$ cat config.mk
export PLATFORM = sky130hd
export DESIGN_NAME = data_mem_responder
export DESIGN_NICKNAME = d
export VERILOG_FILES = /design/src/rtl/data_mem_responder.sv
export SDC_FILE = /design/constraint.sdc
export NUM_CORES = 2
export LEC_CHECK = 0
export CAP_MARGIN = 20
export CORE_ASPECT_RATIO = 0.75
export CORE_MARGIN = 2
export CORE_UTILIZATION = 50
export CTS_BUF_LIST = sky130_fd_sc_hd__clkbuf_16
export CTS_CLUSTER_SIZE = 10
export DETAILED_ROUTE_END_ITERATION = 8
export PLACE_DENSITY = 0.68
export SLEW_MARGIN = 20
export SYNTH_ARGS = -nofsm -noshare
export SYNTH_HDL_FRONTEND = slang
export SYNTH_SLANG_ARGS = --single-unit
$ cat constraint.sdc
create_clock -name Clock -period 5.5 [get_ports Clock]
set_input_delay 0.55 -clock Clock [delete_from_list [all_inputs] [get_ports Clock]]
set_output_delay 0.55 -clock Clock [all_outputs]
set_load 0.05 [all_outputs]
$ cat src/rtl/data_mem_responder.sv
// Data-memory responder: serves word reads/writes from a local array after a
// fixed number of wait states, signalling completion with Ready/Error pulses.
module data_mem_responder #(
  parameter int DATA_W      = 16,
  parameter int DEPTH_LOG2  = 8,
  parameter int WAIT_STATES = 2
) (
  input  logic              Clock,
  input  logic              Reset_n,
  input  logic              MemRead,
  input  logic              MemWrite,
  input  logic [15:0]       Address,
  input  logic [DATA_W-1:0] WriteData,
  output logic [DATA_W-1:0] ReadData,
  output logic              Ready,
  output logic              Busy,
  output logic              Error
);
  localparam int DEPTH = 1 << DEPTH_LOG2;
  localparam logic [3:0] WS = 4'(WAIT_STATES);

  typedef enum logic [1:0] {IDLE, WAIT, DONE} state_t;

  typedef struct packed {
    logic              rd;
    logic              wr;
    logic [15:0]       addr;
    logic [DATA_W-1:0] wdata;
  } req_t;

  state_t                state;
  logic [3:0]            cnt;
  req_t                  req;
  req_t                  in_req;
  req_t                  cur;
  logic [DATA_W-1:0]     mem [DEPTH];
  logic [DEPTH_LOG2-1:0] idx;
  logic                  both, misalign, oor, fault, enter_done;

  assign in_req = '{rd: MemRead, wr: MemWrite, addr: Address, wdata: WriteData};

  // With zero wait states the commit edge is also the sampling edge, so the
  // access is decoded straight from the inputs while still in IDLE.
  assign cur = (state == IDLE) ? in_req : req;

  assign enter_done = ((state == IDLE) && (MemRead || MemWrite) && (WS == 4'd0)) ||
                      ((state == WAIT) && (cnt == 4'd1));

  assign idx      = cur.addr[DEPTH_LOG2:1];
  assign both     = cur.rd && cur.wr;
  assign misalign = cur.addr[0];
  assign oor      = |(cur.addr >> (DEPTH_LOG2 + 1));
  assign fault    = both || misalign || oor;

  assign Busy = (state != IDLE);

  // Array has no reset; Reset_n gating drops a commit that races a reset.
  always_ff @(posedge Clock) begin
    if (Reset_n && enter_done && cur.wr && !fault)
      mem[idx] <= cur.wdata;
  end

  always_ff @(posedge Clock or negedge Reset_n) begin
    if (!Reset_n) begin
      state    <= IDLE;
      cnt      <= '0;
      req      <= '0;
      ReadData <= '0;
      Ready    <= 1'b0;
      Error    <= 1'b0;
    end else begin
      Ready <= 1'b0;
      Error <= 1'b0;
      unique case (state)
        IDLE: if (MemRead || MemWrite) begin
          req   <= in_req;
          cnt   <= WS;
          state <= (WS == 4'd0) ? DONE : WAIT;
        end
        WAIT: begin
          cnt <= cnt - 4'd1;
          if (cnt == 4'd1) state <= DONE;
        end
        DONE:    state <= IDLE;
        default: state <= IDLE;
      endcase
      if (enter_done) begin
        Ready <= 1'b1;
        Error <= fault;
        // Conflicting op or misalignment leave ReadData alone; an
        // out-of-range read returns zero.
        if (cur.rd && !cur.wr && !misalign) begin
          if (oor) ReadData <= '0;
          else     ReadData <= mem[idx];
        end
      end
    end
  end
endmodule

==> metrics <==
status finished, final reports clean; Synth Area in Simple Gates about 1.5%; critical path's slowest cell o41ai_1; Synth Area in XOR/XNOR 0.00580%; fin crit share between 90 and 100%; Clock Skew 0.0651 ns; Peak Freq just under 200 MHz; MaxCap Viol Count 0; switching part of the total about two fifths; crit-path max cell delay about 1.2 ns; post-synthesis sequential area ratio 82.5%; residual DRC count 0; Final min period just over 5 ns; Hold WC Path Type in -> reg; Layout area overhead 14.3%; dpl hpwl ~280000 um; Clock H-tree levels 5; Compound-Gate Fraction of Synth Area around 14%; EDFF count, synth roughly 4100; vias approximately 94000; first-pass GRT wire length roughly 660000 um; dpl cell area roughly 160000 um^2; Comb pwr share 34.8%; P_leak between 50 and 60 nW; Initial Util roughly 50%; I/O Buffers 54; ys flop type edfxtp_1; final WL about 470000 um; Distinct cells, synth 47; synthesized cell area around 150000 um^2; post-detailed-route count of antenna-violating nets 0; top-area cell type share of the netlist area ~81%; Final Wtd Congestion approximately 0.94; Final Util 57.5%; Post-synth top cells edfxtp_1, o22ai_1, o21ai_0, buf_2, nor2_1; crit-path cells nor2_4, buf_4, o31ai_4, buf_12, buf_4, a22oi_1, a21oi_1, o41ai_1, a41oi_1, a2111oi_0, buf_4, o21ai_1; power per cell area between 600 and 700 nW/um^2; GRT Resource Usage Total roughly 30%; critical path launch point type register; drt pass-1 iters 8; RSZ-0062 raised after global routing no; Yosys top cell by area edfxtp_1; # nets final between 9000 and 10000; Final Hold Vio Count 0; root cell of the clock tree clkbuf_16; Clock transition at path regs 0.06 ns; multiplexer share of the synthesized area 0%; part of the power in the clock network about a quarter; Clock Path Buffers 4; vias per cell between 7 and 8; Worst Path Max Fanout 31; peak supply drop 0.000718 V; Worst Setup Path Type reg -> reg; top-count cell post-synth edfxtp_1; power share of the sequential group between 40% and 50%; Iter 0 DRT Violations around 20000; Worst-Margin Slew roughly 1.4 ns; largest net degree at the start of global routing roughly 140; synth top area cells edfxtp_1, o22ai_1, o21ai_0; adder-cell share of the synthesized area 0.0166%; total CTS buffers between 400 and 500; main combinational cell family by area after synthesis compound AO/OA/AOI/OAI gates; insertion delay to the later sink of the worst-skew pair 0.97 ns; initial antenna violation count 26; CP dominant cell by count buf_4; Fillers roughly 22000; Syn Nets about 8800; clk sinks approximately 4200; PostCTS Resize Cnt 0; asr flop ratio synth 1.40%; crit path DAT 5.95 ns; Slew headroom roughly 5.3%; die footprint between 300000 and 400000 um^2; TritonCTS clock tree done; Die H roughly 480 um; synth warn 0; final setup vio count 0; Worst Path Required between 6 and 7 ns; GRT overflow 0; total internal power approximately 64 mW; Sw Pwr between 30 and 40 mW; final slew viol count 0; IO Count 55; cell area after layout around 170000 um^2; Die Span X between 600 and 700 um; core area 300000 um^2; Yosys reg bits between 4000 and 5000; layout cells sized above 1 a little over an eighth; number of global-route vias before repair approximately 90000; Syn Area/Cell 17.2 um^2; CP Capture Type register; wire per inst 34.9 um; Post-Synthesis Cells 8790; FP Rows about 170
-- placed cells by master (no fill, tap or decap), types with 9 or more instances in the layout --
cell / n
a21oi_1: 66
a22oi_1: 128
a41oi_1: 243
buf_12: 87
buf_4: 617
clkbuf_16: 464
clkdlybuf4s50_1: 53
dfrtp_1: 58
diode_2: 20
edfxtp_1: 4096
inv_1: 92
nand2_1: 159
nand2_4: 14
nand2_8: 10
nand3_1: 9
nor2_1: 263
nor4_1: 44
o21ai_0: 920
o21ai_1: 66
o22ai_1: 1935
o31ai_1: 15
o41ai_1: 28
-- what timing repair did --
item / CTS / global route
endpoints found under the hold margin: 58 / 0
buffers inserted: 0 / 0
hold buffers: 1 / 0
-- worst paths after layout --
| kind | startpoint | end | slack (ns) | cells after the start |
|---|---|---|---|---|
| max | state[0] | ReadData[14] | 0.34 | 12 |
| min | Address[13] | req[29] | 0.21 | 3 |
| max reg2reg | state[0] | ReadData[14] | 0.34 | 12 |
| min reg2reg | req[13] | req[13] | 0.48 | 2 |
| max in group asynchronous | Reset_n | ReadData[7] | 4.36 | 3 |
| min in group asynchronous | Reset_n | cnt[2] | 0.44 | 3 |
-- registers in the layout, summed over array words and instances, names as in the netlist --
| signal | cells |
|---|---|
| req | 34 |
| state | 2 |
| ReadData | 16 |
| Error | 1 |
| cnt | 4 |
| Ready | 1 |
| mem | 4096 |
-- per-stage QoR --
step | hold WS, ns | power [mW] | cells | TNS [ns] | worst slack [ns]
floorplan | 0.254 | 59.6 | 8790 | 0 | 0.135
global placement | 0.462 | 75.9 | 12862 | -0.00553 | -0.00550
detailed placement | 0.467 | 76.6 | 12863 | 0 | 0.0432
CTS | 0.161 | 102 | 13431 | 0 | 0.625
global route | 0.209 | 106 | 13433 | 0 | 0.280
finish | 0.215 | 104 | 13451 | 0 | 0.338
-- critical path, delay by kind of cell, from the launching register on --
| family | cells | cell delay [ns] |
|---|---|---|
| DFF | 1 | 0.48 |
| buffers and inverters | 4 | 1.20 |
| and+or+nand+nor | 1 | 0.24 |
| AOI/OAI and AO/OA | 7 | 3.06 |
-- power by group through the flow --
| stage | logic (mW) | registers, mW | clock network, mW |
|---|---|---|---|
| after floorplan | 16.0 | 43.5 | 0 |
| after global placement | 33.8 | 42.1 | 0 |
| after detailed placement | 34.5 | 42.2 | 0 |
| after CTS | 34.6 | 41.5 | 26.3 |
| after global routing | 36.7 | 41.5 | 27.5 |
| final | 36.1 | 41.6 | 26.3 |
-- cells by family (layout without fill, tap and decap cells) --
logic type,after synthesis,after routing
flip-flops,4154,4154
XOR/XNOR,1,1
buffers and inverters,655,1336
AO/OA/AOI/OAI,3437,3437
other,0,20
AND/OR/NAND/NOR,541,541
adder cells (fa/ha/maj),2,2
-- metal layers --
layer | routed length [um] | vias up | GRT usage [%]
li1 | - | 37729 | -
met3 | 82600 | 1037 | 10.9
met1 | 172000 | 47095 | 43.8
met2 | 197000 | 8494 | 41.3
met4 | 17600 | 20 | 10.4
met5 | 118 | - | 0
-- layout make-up --
class                   instances  area, um^2  share of cell area [%]
multi-input cells            3981       23900                    13.9
inverters                       9        33.8                  0.0196
diodes                         20        50.0                  0.0290
clock buffers                 464       11600                    6.73
clock inverters               103         554                   0.321
flip-flops and latches       4154      124000                    72.1
well taps                    3960        4950                    2.87
repair buffers                760        6930                    4.02
Power figures use the tool's default switching activity.
